**config.mk**
```make
export PLATFORM = sky130hd
export DESIGN_NAME = plot_sweep_scheduler
export DESIGN_NICKNAME = d
export VERILOG_FILES = /design/src/rtl/plot_sweep_scheduler.sv
export SDC_FILE = /design/constraint.sdc
export NUM_CORES = 1
export LEC_CHECK = 0
export CAP_MARGIN = 30
export CORE_MARGIN = 5
export CORE_UTILIZATION = 30
export DETAILED_ROUTE_END_ITERATION = 10
export SYNTH_ARGS = -nofsm -noshare
export SYNTH_HDL_FRONTEND = slang
export SYNTH_SLANG_ARGS = --single-unit
```
**constraint.sdc**
```tcl
create_clock -name clk_i -period 6.25 [get_ports clk_i]
set_input_delay 0.625 -clock clk_i [delete_from_list [all_inputs] [get_ports clk_i]]
set_output_delay 0.625 -clock clk_i [all_outputs]
set_load 0.01 [all_outputs]
```
**src/rtl/plot_sweep_scheduler.sv**
```systemverilog
// Purpose : sequences one full-screen plot pass; per column computes x, asks the shared
//           evaluator for y on each enabled channel, maps y to a row, writes on-screen pixels.
// Latency : 1 cycle COL_START per column, >=2 cycles per evaluation, >=1 cycle per write,
//           1 cycle ADVANCE per channel slot; frame_done one cycle after the last column.
// Backpressure: eval_req_o held until eval_valid_i; fb_wr_valid_o held (fields stable) until
//           fb_wr_ready_i. The two handshakes are never active in the same cycle.
//
// Ports:
//   clk_i, rst_ni           clock, asynchronous active-low reset
//   start_i, continuous_i   begin a sweep (IDLE only) / auto-restart (sampled in DONE only)
//   ch_enable_i             per-channel enable, latched at the start of every column
//   busy_o, frame_done_o    status: not IDLE / one-cycle end-of-frame pulse
//   col_o                   current column
//   eval_req_o, eval_x_o, eval_ch_o, eval_valid_i, eval_y_i   evaluator request/response
//   fb_wr_valid_o, fb_wr_ready_i, fb_wr_col_o, fb_wr_row_o, fb_wr_ch_o   pixel write port
//   timeout_flag_o          sticky evaluator-timeout flag (only with SCHED_TIMEOUT_EN)
//
// Build option: define SCHED_TIMEOUT_EN to abandon an evaluation after TIMEOUT_CYCLES
// cycles in WAIT. Without it WAIT holds until the evaluator answers.

module plot_sweep_scheduler #(
    parameter int MIN_X          = -180,
    parameter int MAX_X          = 179,
    parameter int NUM_COLS       = 96,
    parameter int NUM_ROWS       = 64,
    parameter int Y_ORIGIN       = 31,
    parameter int N_CH           = 3,
    parameter int CHW            = 2,
    parameter int TIMEOUT_CYCLES = 255
) (
    input  logic                   clk_i,
    input  logic                   rst_ni,
    input  logic                   start_i,
    input  logic                   continuous_i,
    input  logic [N_CH-1:0]        ch_enable_i,
    output logic                   busy_o,
    output logic                   frame_done_o,
    output logic [6:0]             col_o,
    output logic                   eval_req_o,
    output logic signed [9:0]      eval_x_o,
    output logic [CHW-1:0]         eval_ch_o,
    input  logic                   eval_valid_i,
    input  logic signed [9:0]      eval_y_i,
    output logic                   fb_wr_valid_o,
    input  logic                   fb_wr_ready_i,
    output logic [6:0]             fb_wr_col_o,
    output logic [5:0]             fb_wr_row_o,
    output logic [CHW-1:0]         fb_wr_ch_o
`ifdef SCHED_TIMEOUT_EN
    ,
    output logic                   timeout_flag_o
`endif
);

    localparam int SPAN = MAX_X - MIN_X + 1;

    typedef enum logic [2:0] {
        S_IDLE,
        S_COL_START,
        S_ISSUE,
        S_WAIT,
        S_WRITE,
        S_ADVANCE,
        S_DONE
    } state_t;

    // ------------------------------------------------------------------
    // State and datapath registers
    // ------------------------------------------------------------------
    state_t                state_q, state_d;
    logic [6:0]            col_q, col_d;
    logic [N_CH-1:0]       mask_q, mask_d;
    logic [CHW-1:0]        ch_q, ch_d;
    logic signed [9:0]     eval_x_q, eval_x_d;
    logic [5:0]            row_q, row_d;
`ifdef SCHED_TIMEOUT_EN
    logic [7:0]            tmo_cnt_q, tmo_cnt_d;
    logic                  tmo_flag_q, tmo_flag_d;
`endif

    // ------------------------------------------------------------------
    // Column -> x mapping. The product col*span needs 16 bits unsigned
    // (95*360 = 34200); the sum wraps to the 10-bit signed x naturally
    // because MIN_X is added in two's complement.
    // ------------------------------------------------------------------
    logic [9:0] col_x_w;
    assign col_x_w = 10'(16'(MIN_X) + (16'(col_q) * 16'(SPAN)) / 16'(NUM_COLS));

    // ------------------------------------------------------------------
    // y -> row mapping at 11 bits so that both overflow directions are
    // visible as either a negative value or a value >= NUM_ROWS.
    // ------------------------------------------------------------------
    logic [10:0] row_w;
    logic        row_ok_w;
    assign row_w    = 11'(Y_ORIGIN) - {eval_y_i[9], eval_y_i};
    assign row_ok_w = !row_w[10] && (row_w[9:0] < 10'(NUM_ROWS));

    // ------------------------------------------------------------------
    // Channel selection: lowest set bit of the incoming enables (used while
    // the mask is being latched) and next set bit above the current channel.
    // Loops run downwards so the lowest qualifying index wins.
    // ------------------------------------------------------------------
    logic [CHW-1:0] first_ch_w;
    logic           next_vld_w;
    logic [CHW-1:0] next_ch_w;

    always_comb begin
        first_ch_w = '0;
        for (int i = N_CH - 1; i >= 0; i--) begin
            if (ch_enable_i[i]) begin
                first_ch_w = CHW'(i);
            end
        end
    end

    always_comb begin
        next_vld_w = 1'b0;
        next_ch_w  = '0;
        for (int i = N_CH - 1; i >= 0; i--) begin
            if (mask_q[i] && (i > int'(ch_q))) begin
                next_vld_w = 1'b1;
                next_ch_w  = CHW'(i);
            end
        end
    end

    // ------------------------------------------------------------------
    // Next-state logic
    // ------------------------------------------------------------------
    always_comb begin
        state_d  = state_q;
        col_d    = col_q;
        mask_d   = mask_q;
        ch_d     = ch_q;
        eval_x_d = eval_x_q;
        row_d    = row_q;
`ifdef SCHED_TIMEOUT_EN
        tmo_cnt_d  = '0;
        tmo_flag_d = tmo_flag_q;
`endif

        case (state_q)
            S_IDLE: begin
                if (start_i) begin
                    state_d = S_COL_START;
                    col_d   = '0;
`ifdef SCHED_TIMEOUT_EN
                    tmo_flag_d = 1'b0;
`endif
                end
            end

            S_COL_START: begin
                // Enables are sampled once per column so a mid-column change
                // cannot reorder or duplicate channels within that column.
                mask_d   = ch_enable_i;
                eval_x_d = $signed(col_x_w);
                if (|ch_enable_i) begin
                    ch_d    = first_ch_w;
                    state_d = S_ISSUE;
                end else begin
                    state_d = S_ADVANCE;
                end
            end

            // First request cycle; the evaluator cannot answer before the
            // following cycle, so the response is only looked at in WAIT.
            S_ISSUE: begin
                state_d = S_WAIT;
            end

            S_WAIT: begin
                if (eval_valid_i) begin
                    if (row_ok_w) begin
                        row_d   = row_w[5:0];
                        state_d = S_WRITE;
                    end else begin
                        state_d = S_ADVANCE;
                    end
                end
`ifdef SCHED_TIMEOUT_EN
                else if (tmo_cnt_q == 8'(TIMEOUT_CYCLES - 1)) begin
                    // Counter value N-1 marks the N-th WAIT cycle.
                    tmo_flag_d = 1'b1;
                    state_d    = S_ADVANCE;
                end else begin
                    tmo_cnt_d = tmo_cnt_q + 8'd1;
                end
`endif
            end

            S_WRITE: begin
                if (fb_wr_ready_i) begin
                    state_d = S_ADVANCE;
                end
            end

            S_ADVANCE: begin
                if (next_vld_w) begin
                    ch_d    = next_ch_w;
                    state_d = S_ISSUE;
                end else if (col_q == 7'(NUM_COLS - 1)) begin
                    state_d = S_DONE;
                end else begin
                    col_d   = col_q + 7'd1;
                    state_d = S_COL_START;
                end
            end

            S_DONE: begin
                if (continuous_i) begin
                    col_d   = '0;
                    state_d = S_COL_START;
                end else begin
                    state_d = S_IDLE;
                end
            end

            default: begin
                state_d = S_IDLE;
            end
        endcase
    end

    // ------------------------------------------------------------------
    // State register
    // ------------------------------------------------------------------
    always_ff @(posedge clk_i or negedge rst_ni) begin
        if (!rst_ni) begin
            state_q  <= S_IDLE;
            col_q    <= '0;
            mask_q   <= '0;
            ch_q     <= '0;
            eval_x_q <= '0;
            row_q    <= '0;
`ifdef SCHED_TIMEOUT_EN
            tmo_cnt_q  <= '0;
            tmo_flag_q <= 1'b0;
`endif
        end else begin
            state_q  <= state_d;
            col_q    <= col_d;
            mask_q   <= mask_d;
            ch_q     <= ch_d;
            eval_x_q <= eval_x_d;
            row_q    <= row_d;
`ifdef SCHED_TIMEOUT_EN
            tmo_cnt_q  <= tmo_cnt_d;
            tmo_flag_q <= tmo_flag_d;
`endif
        end
    end

    // ------------------------------------------------------------------
    // Outputs: handshake strobes decode directly from the state register,
    // so they are glitch-free and drop to 0 the moment reset asserts.
    // ------------------------------------------------------------------
    assign busy_o        = (state_q != S_IDLE);
    assign frame_done_o  = (state_q == S_DONE);
    assign eval_req_o    = (state_q == S_ISSUE) || (state_q == S_WAIT);
    assign fb_wr_valid_o = (state_q == S_WRITE);

    assign col_o       = col_q;
    assign eval_x_o    = eval_x_q;
    assign eval_ch_o   = ch_q;
    assign fb_wr_col_o = col_q;
    assign fb_wr_row_o = row_q;
    assign fb_wr_ch_o  = ch_q;
`ifdef SCHED_TIMEOUT_EN
    assign timeout_flag_o = tmo_flag_q;
`endif

endmodule

```
# == Word-level counts from Yosys, hierarchy flattened ==
# Index checks and enable logic that the tools add are counted.
# totals
wordCells,67
reg_bits,31
# classes
eq_ne,15
mul,1
magnitude_cmp,3
reduce_logical,14
mux,24
n_div,1
addsub,3
# ops
operator,n
$mux W7,4
$pmux W3 S7,1
$pmux W7 S3,1
$mux W3,6
$div A16 B7 Y16 const B,1
$mux W2,7
$ne A2 B2 Y1 const B,7
$mul A7 B6 Y13 const B,1
$sub A6 B10 Y11 const A,1
$add A10 B10 Y10 const A,1
$lt A10 B7 Y1 const B,1
$eq A3 B3 Y1 const B,3
$reduce_and A3 Y1,3
$add A7 B1 Y7 const B,1
$eq A7 B7 Y1 const B,1
$eq A3 B2 Y1 const B,2
$reduce_bool A3 Y1,2
$reduce_and A5 Y1,1
$mux W1,4
$pmux W2 S2,1
$eq A3 B1 Y1 const B,1
$logic_and A1 B1 Y1,3
$logic_not A3 Y1,1
$reduce_or A3 Y1,1
6 further kinds,6

# == Longest topological paths before layout ==
# Gate-level depths: netlist of run 1.
# depth
ltp_word,6
ltp_mapped,27

# == Least setup slack after synthesis of run 1 ==
# OpenSTA, ideal clock, no wires.
# synth_path
kind,register -> register
from,reg col_q[4] (netlist: col_o[4])
to,reg eval_x_q[8] (netlist: eval_x_o[8])
required_time_ps,6122
setup_ps,128
t_arrival_ps,5604
path_stages_with_launch,26
slack_ps,518
n_path_buf,2
path_cell_list,dfrtp_1 -> ha_1 -> fa_1 -> inv_1 -> fa_1 -> inv_1 -> ha_1 -> buf_4 -> o21ai_1 -> o2111a_1 -> or3_1 -> clkbuf_1 -> nor3_1 -> nor4b_1 -> a311o_1 -> o41a_1 -> nand2_1 -> a22oi_1 -> o21ai_1 -> o221ai_1 -> ha_1 -> a31oi_1 -> a2111o_1 -> o31ai_1 -> a2111oi_2 -> nor2_1
# synth_between
elab_chain_cells,3
# synth_lines
item,line,text
start: declaration,71,"logic [6:0] col_q, col_d;"
start signal: assignment,242,col_q <= col_d;
$mul A7 B6 Y13,87,assign col_x_w = 10'(16'(MIN_X) + (16'(col_q) * 16'(SPAN)) / 16'(NUM_COLS));
$div A16 B7 Y16,87,
$add A10 B10 Y10,87,
end signal: assignment,245,eval_x_q <= eval_x_d;
end: declaration,74,"logic signed [9:0] eval_x_q, eval_x_d;"
# No other way between the ends.
# A chain may end at the register's enable or synchronous reset.

# == Worst setup path in the final report of run 1 ==
# layout_path
from,reg col_q[2] (netlist: col_o[2])
to,reg eval_x_q[8] (netlist: eval_x_o[8])
# Same word-level chain as after synthesis.

==> results of run 1 <==
cells in the final DEF, fill, tap and decap left out, types with 7 or more instances in the layout:
| cell | synthesis | routed |
|---|---|---|
| a21o_1 | 9 | 9 |
| a21oi_1 | 21 | 21 |
| buf_4 | 12 | 18 |
| clkdlybuf4s50_1 | 0 | 56 |
| dfrtp_1 | 30 | 29 |
| fa_1 | 7 | 7 |
| ha_1 | 28 | 25 |
| inv_1 | 26 | 26 |
| nand2_1 | 50 | 49 |
| nand3_1 | 14 | 14 |
| nand4_1 | 7 | 7 |
| nor2_1 | 32 | 31 |
| nor3_1 | 17 | 17 |
| o211ai_1 | 9 | 9 |
| o21ai_0 | 40 | 40 |
| o21ai_1 | 8 | 7 |
| xnor2_1 | 8 | 7 |
timing repair:
action	4_1_cts	5_1_grt
buffers inserted	0	2
gates resized for setup	0	19
endpoints found under the setup margin	0	2
hold endpoints to repair	0	0
stage by stage:
step,setup WS (ns),cells,util (%),power [mW],area (um2)
global route,0.0209,663,38.2,1.35,4570
CTS,0.0376,661,37.3,1.25,4460
detailed placement,0.0613,653,36.0,1.00,4310
floorplan,0.518,469,-,0.769,3640
global placement,0.275,652,36.0,0.990,4300
finish,0.378,663,38.2,1.24,4570
routing by layer:
layer	GRT usage, %	vias to the layer above	part of all wire [%]
met5	0	-	0
li1	-	1825	-
met2	23.0	108	49
met3	1.79	12	4.6
met1	17.2	1742	45
met4	4.15	0	1.3
report_power, final:
part	switching [mW]	total, mW	internal (mW)
logic	0.366	0.686	0.319
registers	0.0590	0.313	0.254
clock network	0.0831	0.240	0.157
total	0.508	1.24	0.730
final cells by class:
cell class,instances,area (um2),share of cell area [%]
multi-input cells,378,2690,58.9
well taps,147,184,4.02
clock buffers,6,139,3.04
clock inverters,2,12.5,0.274
inverters,26,97.6,2.13
repair buffers,74,696,15.2
flip-flops and latches,30,752,16.4
sequential cells by signal (all words and copies together), names as in the netlist:
| signal | count |
|---|---|
| mask_q | 2 |
| state_q | 3 |
| col_o | 7 |
| fb_wr_row_o | 6 |
| eval_ch_o | 2 |
| eval_x_o | 10 |
critical path, stage by stage, from the launching register on:
cell and delay (ns):
dfrtp_1 0.40, buf_4 0.17, ha_1 0.22, xor2_1 0.18, ha_1 0.27, inv_1 0.05, fa_1 0.50, inv_1 0.04
ha_2 0.38, o21ai_1 0.16, o2111a_1 0.28, or3_1 0.40, buf_4 0.20, xnor2_2 0.23, nor3_1 0.08, o41a_1 0.52
nand2_2 0.17, a22oi_1 0.11, o21ai_1 0.15, o221ai_1 0.14, ha_1 0.28, a31oi_2 0.20, a2111o_1 0.14, o31ai_1 0.07
a2111oi_2 0.34, nor2_1 0.08
synthesized netlist by cell type, types with 6 or more instances:
cell      count  area [um2]
a21oi_1      21         105
a31oi_1       6        37.5
a21o_1        9        67.6
nand4_1       7        43.8
xnor2_1       8        70.1
xor2_1        7        61.3
buf_2         8        40.0
inv_1        26        97.6
nand3_1      14        70.1
nor4_1        6        37.5
nor3_1       17        85.1
nor2_1       32         120
fa_1          7         140
ha_1         28         350
o21ai_0      40         200
o21ai_1       8        40.0
clkbuf_1     13        48.8
nand2_1      50         188
o211ai_1      9        67.6
buf_4        12        90.1
a211oi_1      8        60.1
dfrtp_1      30         751
path summary, 6_finish.rpt:
path                                start        endpoint  slack, ns  cells past startpoint
max                              col_o[2]     eval_x_o[8]       0.38                     25
min                        fb_wr_row_o[2]  fb_wr_row_o[2]       0.48                      2
max reg2reg                      col_o[2]     eval_x_o[8]       0.38                     25
min reg2reg                fb_wr_row_o[2]  fb_wr_row_o[2]       0.48                      2
max in group asynchronous          rst_ni        col_o[3]       5.19                      2
min in group asynchronous          rst_ni  fb_wr_row_o[1]       0.75                      2
kinds of logic after synthesis:
group,Yosys count,synth area share [%]
flops,30,20.6
compound gates,156,29.6
simple gates,165,22.4
fa+ha+maj,35,13.5
mux,6,1.79
buf+inv,61,8.02
xor+xnor,16,4.06
==> results.py, run 1 <==
metrics = {
    "clock_tree": {
        "clkSinkCount": 30,
        "cts_buffer_depth": 2,
        "holdBufCountCts": 0,
        "clock_latency_ns": 0.27,
        "path_clk_slew_ns": 0.05,
        "htreeDepth": 2,
        "cts_tree": "yes",
        "cts_buffers": 5,
        "root_buffer": "clkbuf_16",
    },
    "final_layout": {
        "insertedDiodeCount": 0,
        "drive_above_1_share_pct": 12.2,
        "area_growth_pct": 25.7,
        "fin_nets": 569,
        "nFillCells": 1199,
    },
    "synthesis": {
        "syn-mean-instance-area_um2": 7.76,
        "synth_edf_count": 0,
        "synth_seq_area_share_pct": 20.6,
        "async_reset_ff_share_pct": 100,
        "yosys_warnings": 0,
        "ys_ff_latch": 30,
        "synth.distinct_cells": 74,
        "syn_nets": 523,
        "netlist_instances": 469,
        "syn-cell-area_um2": 3640,
        "yosys_most_used_dff": "dfrtp_1",
    },
    "routing": {
        "firstDrtPassIters": 5,
        "ant_nets": 0,
        "drt_iter0_markers": 363,
        "wire_per_inst_um": 14.8,
        "routed_wl_mm": 9.84,
        "drcViolationCount": 0,
        "vias_per_cell": 5.56,
        "vias": 3687,
    },
    "global_route": {
        "grt_start_max_net_pins": 31,
        "antenna_found_initial": 0,
        "grt_pass1_vias": 3484,
        "grt_usage_pct": 13.3,
        "grt_overflow_total": 0,
        "grt_pass1_wl_mm": 16.6,
    },
    "timing": {
        "clock_skew_ns": 0.00685,
        "slew_violations": 0,
        "slew_headroom_pct": 54.0,
        "tns_ns": 0,
        "setup_viol": 0,
        "min_period_over_period_pct": 93.9,
        "min_period_ns": 5.87,
        "whs_ns": 0.477,
        "hold_viol_final": 0,
        "maxClockFrequency_mhz": 170,
        "rsz0062_at_grt": "no",
        "worstMarginPinSlew_ns": 0.690,
    },
    "setup_path": {
        "path_max_fanout": 12,
        "end_kind": "flop",
        "required_ns": 6.40,
        "worstPathArrival_ns": 6.02,
        "setup.worst_path.start_class": "flop",
        "path_class": "reg -> reg",
    },
    "min_path": {
        "hp-class": "reg -> reg",
    },
    "placement": {
        "gp_congestion": 0.849,
        "hpwlAfterDp_mm": 7.61,
        "io_buffers": 56,
    },
    "power_and_ir_drop": {
        "leakage_nw": 1.93,
        "peakVddDrop_mv": 0.136,
        "powerDensity_nw_per_um2": 271,
    },
    "floorplanning": {
        "rows": 40,
        "dieArea_um2": 14400,
        "ios": 57,
        "start_util_pct": 30.4,
        "core_area_um2": 12000,
        "die_w_um": 120,
        "die_y_um": 120,
    },
    "outcome": {
        "status": "finished, final reports clean",
    },
    "flow_run": {
        "max_cap_viol_count": 0,
    },
}
No activity file was read; power rests on OpenSTA's default activity.
==> run 2, diff against run 1 <==
--- a/config.mk
+++ b/config.mk
@@ -6,7 +6,6 @@
 export NUM_CORES = 1
 export LEC_CHECK = 0
 export CAP_MARGIN = 30
-export CORE_MARGIN = 5
 export CORE_UTILIZATION = 30
 export DETAILED_ROUTE_END_ITERATION = 10
 export SYNTH_ARGS = -nofsm -noshare
==> results.py, run 2 (synthesis gave the netlist of run 1 again) <==
metrics = {
    "clock_tree": {
        "cts_tree": "yes",
        "holdBufCountCts": 0,
        "clkSinkCount": 30,
        "htreeDepth": 2,
        "cts_buffer_depth": 2,
        "clock_latency_ns": 0.27,
        "root_buffer": "clkbuf_16",
        "cts_buffers": 5,
        "cts_setup_buffers": 0,
        "path_clk_slew_ns": 0.05,
    },
    "final_layout": {
        "drive_above_1_share_pct": 11.5,
        "final_cell_mix": "56 x clkdlybuf4s50_1, 49 x nand2_1, 40 x o21ai_0, 31 x nor2_1, 28 x dfrtp_1",
        "final_common_cell": "clkdlybuf4s50_1",
        "fin_nets": 565,
        "insertedDiodeCount": 0,
        "largest_reg_flops": 10,
        "area_growth_pct": 24.3,
        "nFillCells": 1198,
    },
    "routing": {
        "ant_nets": 0,
        "drcViolationCount": 2,
        "drt_iter0_markers": 353,
        "vias": 3655,
        "firstDrtPassIters": 10,
        "routed_wl_mm": 9.59,
        "wire_per_inst_um": 14.6,
        "vias_per_cell": 5.58,
    },
    "timing": {
        "slew_headroom_pct": 52.9,
        "clock_skew_ns": 0.00627,
        "setup_viol": 0,
        "slew_violations": 0,
        "maxClockFrequency_mhz": 169,
        "min_period_ns": 5.93,
        "tns_ns": 0,
        "rsz0062_at_grt": "no",
        "whs_ns": 0.477,
        "hold_viol_final": 0,
        "worstMarginPinSlew_ns": 0.702,
        "min_period_over_period_pct": 94.8,
    },
    "global_route": {
        "busiest_layer": "met2",
        "grt_use_met1_pct": 22.0,
        "met2_usage_pct": 24.3,
        "grt_start_max_net_pins": 31,
        "grt_overflow_total": 0,
        "grt_pass1_vias": 3405,
        "grt_usage_pct": 15.3,
        "grt_pass1_wl_mm": 16.1,
        "antenna_found_initial": 0,
        "use_met3_pct": 2.59,
    },
    "setup_path": {
        "r2r_slack_ns": 0.32,
        "r2r_cells": 22,
        "path_class": "reg -> reg",
        "required_ns": 6.40,
        "r2r-start": "col_o[3]",
        "setup.worst_path.start_class": "flop",
        "worstPathArrival_ns": 6.07,
        "r2r_end": "eval_x_o[8]",
        "end_kind": "flop",
        "path_max_fanout": 9,
    },
    "floorplanning": {
        "rows": 39,
        "die_y_um": 112,
        "core_area_um2": 11600,
        "die_w_um": 112,
        "start_util_pct": 31.3,
        "ios": 57,
        "dieArea_um2": 12600,
    },
    "power_and_ir_drop": {
        "p_total_mw": 1.28,
        "peakVddDrop_mv": 0.121,
        "powerDensity_nw_per_um2": 283,
        "leakage_nw": 1.91,
    },
    "min_path": {
        "min_to": "fb_wr_row_o[5]",
        "holdCritStartpoint": "fb_wr_row_o[5]",
        "min_path_cells": 2,
        "hp-class": "reg -> reg",
    },
    "outcome": {
        "status": "finished, violations left",
        "failed_checks": "design-rule violations",
    },
    "flow_run": {
        "max_cap_viol_count": 0,
    },
    "placement": {
        "gp_congestion": 0.881,
        "io_buffers": 56,
        "hpwlAfterDp_mm": 7.50,
    },
}
[run 2: where the power goes]
part	total (mW)	internal (mW)	switching (mW)
sequential	0.315	0.254	0.0610
combinational	0.700	0.319	0.381
clock	0.264	0.188	0.0763
total	1.28	0.761	0.518
[run 2: worst max-delay path: stages, from the launching register on]
cell and delay [ns]:
dfrtp_1 0.47, ha_1 0.36, xor2_1 0.16, ha_1 0.27, inv_1 0.05, fa_1 0.50
inv_1 0.05, ha_1 0.40, a21o_2 0.29, a221o_2 0.46, xor2_1 0.58, nand2_1 0.10
a2111oi_0 0.47, a31o_2 0.22, nor3_4 0.08, o21ai_1 0.11, o221ai_1 0.15, ha_1 0.26
a31oi_2 0.20, a2111o_1 0.14, o31ai_1 0.08, a2111oi_2 0.34, nor2_1 0.07
[run 2: per-layer routing]
layer	wire (um)	share of wire, %	vias to the layer above
li1	-	-	1814
met1	4680	49	1748
met2	4530	47	85
met3	312	3.3	8
met4	61	0.64	0
met5	0	0	-
[run 2: final cells by class]
class	count	area, um2	area share (%)
clock buffer	7	133	2.93
sequential	30	753	16.7
clock inverter	1	30.0	0.664
timing repair buffer	70	666	14.7
multi-input combinational	378	2660	58.9
inverter	26	97.6	2.16
tap	143	179	3.96
[run 2: repair_timing]
action                                  CTS  global route
hold endpoints to repair                  0             0
endpoints found under the setup margin    0             2
resized for setup                         0            19
[run 2: metrics by stage]
step           area [um2]  util, %  worst slack (ns)  instances
3_3_place_gp         4290     36.9             0.298        647
5_1_grt              4520     38.9            0.0323        655
2_1_floorplan        3640        -             0.518        469
6_report             4520     38.9             0.325        655
4_1_cts              4450     38.3            0.0670        655
3_5_place_dp         4290     36.9            0.0926        647
[run 2: how the worst max path moves through the flow]
| stage | slack (ns) | startpoint | endpoint |
|---|---|---|---|
| floorplan | 0.52 | col_o[4] | eval_x_o[8] |
| global placement | 0.30 | col_o[0] | eval_x_o[8] |
| detailed placement | 0.09 | col_o[2] | eval_x_o[8] |
| CTS | 0.07 | col_o[2] | eval_x_o[8] |
| global route | 0.03 | col_o[3] | eval_x_o[8] |
| finish | 0.32 | col_o[3] | eval_x_o[8] |
==> run 3, diff against run 2 <==
--- a/config.mk
+++ b/config.mk
@@ -7,6 +7,7 @@
 export LEC_CHECK = 0
 export CAP_MARGIN = 30
 export CORE_UTILIZATION = 30
+export CTS_BUF_LIST = sky130_fd_sc_hd__clkbuf_4 sky130_fd_sc_hd__clkbuf_8 sky130_fd_sc_hd__clkbuf_16
 export DETAILED_ROUTE_END_ITERATION = 10
 export SYNTH_ARGS = -nofsm -noshare
 export SYNTH_HDL_FRONTEND = slang
==> results.py, run 3 (synthesis gave the netlist of run 1 again) <==
metrics = {
    "placement": {
        "io_buffers": 56,
        "place_inst": 647,
        "gp_congestion": 0.881,
        "hpwlAfterDp_mm": 7.50,
    },
    "routing": {
        "ant_nets": 0,
        "vias": 3660,
        "firstDrtPassIters": 10,
        "wire_per_inst_um": 14.7,
        "vias_per_cell": 5.59,
        "routed_wl_mm": 9.64,
        "drt_iter0_markers": 330,
        "drcViolationCount": 2,
    },
    "power_and_ir_drop": {
        "powerDensity_nw_per_um2": 285,
        "leakage_nw": 1.92,
        "peakVddDrop_mv": 0.132,
    },
    "min_path": {
        "hp-class": "reg -> reg",
    },
    "floorplanning": {
        "start_util_pct": 31.3,
        "dieArea_um2": 12600,
        "die_y_um": 112,
        "core_area_um2": 11600,
        "rows": 39,
        "die_w_um": 112,
        "ios": 57,
    },
    "timing": {
        "rsz0062_at_grt": "no",
        "tns_ns": 0,
        "min_period_ns": 5.93,
        "worstMarginPinSlew_ns": 0.703,
        "setup_viol": 0,
        "slew_violations": 0,
        "maxClockFrequency_mhz": 169,
        "hold_viol_final": 0,
        "min_period_over_period_pct": 94.8,
        "slew_headroom_pct": 52.8,
        "clock_skew_ns": 0.00783,
    },
    "outcome": {
        "status": "finished, violations left",
        "failed_checks": "design-rule violations",
    },
    "final_layout": {
        "final_common_cell": "clkdlybuf4s50_1",
        "final_cell_mix": "56 x clkdlybuf4s50_1, 49 x nand2_1, 40 x o21ai_0, 31 x nor2_1, 28 x dfrtp_1",
        "fin_cells": 655,
        "fin_nets": 565,
        "insertedDiodeCount": 0,
        "drive_above_1_share_pct": 11.9,
        "finalCoreUtilization_pct": 39.0,
        "area_growth_pct": 24.5,
        "largest_reg_flops": 10,
    },
    "setup_path": {
        "path_class": "reg -> reg",
        "end_kind": "flop",
        "required_ns": 6.40,
        "worstPathArrival_ns": 6.08,
        "path_max_fanout": 9,
        "setup.worst_path.start_class": "flop",
    },
    "clock_tree": {
        "path_clk_slew_ns": 0.05,
        "cts_buffers": 5,
        "clkSinkCount": 30,
        "cts_setup_buffers": 0,
        "htreeDepth": 2,
        "cts_buffer_depth": 2,
        "clock_latency_ns": 0.27,
        "root_buffer": "clkbuf_16",
        "cts-resized-gates": 0,
        "cts_tree": "yes",
        "holdBufCountCts": 0,
    },
    "global_route": {
        "grt_overflow_total": 0,
        "grt_start_max_net_pins": 31,
        "grt_usage_pct": 15.3,
        "grt_pass1_vias": 3407,
        "grt_pass1_wl_mm": 16.2,
        "antenna_found_initial": 0,
    },
    "flow_run": {
        "max_cap_viol_count": 0,
    },
}
[run 3: cell counts in the layout (fill, tap and decap cells not counted)]
Identical to the previous run, type by type.
[run 3: worst paths after layout]
check,start,to,slack [ns],depth (start not counted)
hold / removal,fb_wr_row_o[5],fb_wr_row_o[5],0.48,2
hold reg to reg,fb_wr_row_o[5],fb_wr_row_o[5],0.48,2
setup / recovery,col_o[3],eval_x_o[8],0.32,22
max in group asynchronous,rst_ni,col_o[0],5.20,2
setup reg to reg,col_o[3],eval_x_o[8],0.32,22
min in group asynchronous,rst_ni,col_o[3],0.74,2
[run 3: cell type report]
cell class	count	area [um2]
Clock buffer	7	140
Clock inverter	1	30.0
Fill cell	1196	7090
Inverter	26	97.6
Multi-Input combinational cell	378	2660
Sequential cell	30	753
Tap cell	143	179
Timing Repair Buffer	70	666
[run 3: critical path: stages (launching register included)]
cell	delay [ns]
dfrtp_1	0.47
ha_1	0.36
xor2_1	0.16
ha_1	0.27
inv_1	0.05
fa_1	0.50
inv_1	0.05
ha_1	0.40
a21o_2	0.29
a221o_2	0.46
xor2_1	0.58
nand2_1	0.10
a2111oi_0	0.47
a31o_2	0.22
nor3_4	0.08
o21ai_1	0.11
o221ai_1	0.15
ha_1	0.26
a31oi_2	0.20
a2111o_1	0.14
o31ai_1	0.08
a2111oi_2	0.34
nor2_1	0.07
[run 3: metrics by stage]
stage | total power [mW] | area (um2) | worst slack [ns] | hold slack [ns]
after floorplan | 0.769 | 3640 | 0.518 | 0.329
after global placement | 0.997 | 4290 | 0.298 | 0.464
after detailed placement | 1.01 | 4290 | 0.0926 | 0.470
after CTS | 1.29 | 4460 | 0.0659 | 0.482
after global routing | 1.40 | 4530 | 0.0312 | 0.513
final | 1.29 | 4530 | 0.322 | 0.476
[run 3: routing by layer]
layer	wire length, um	vias up	track usage [%]
met5	0	-	0
met4	61	0	2.49
met3	354	8	2.59
met2	4540	103	24.3
met1	4680	1733	22.0
li1	-	1816	-
[run 3: report_power, final]
group | switching (mW) | internal, mW | leakage (nW)
Sequential | 0.0605 | 0.254 | 0.378
Clock | 0.0776 | 0.196 | 0.0850
Combinational | 0.381 | 0.319 | 1.45
Total | 0.519 | 0.770 | 1.92
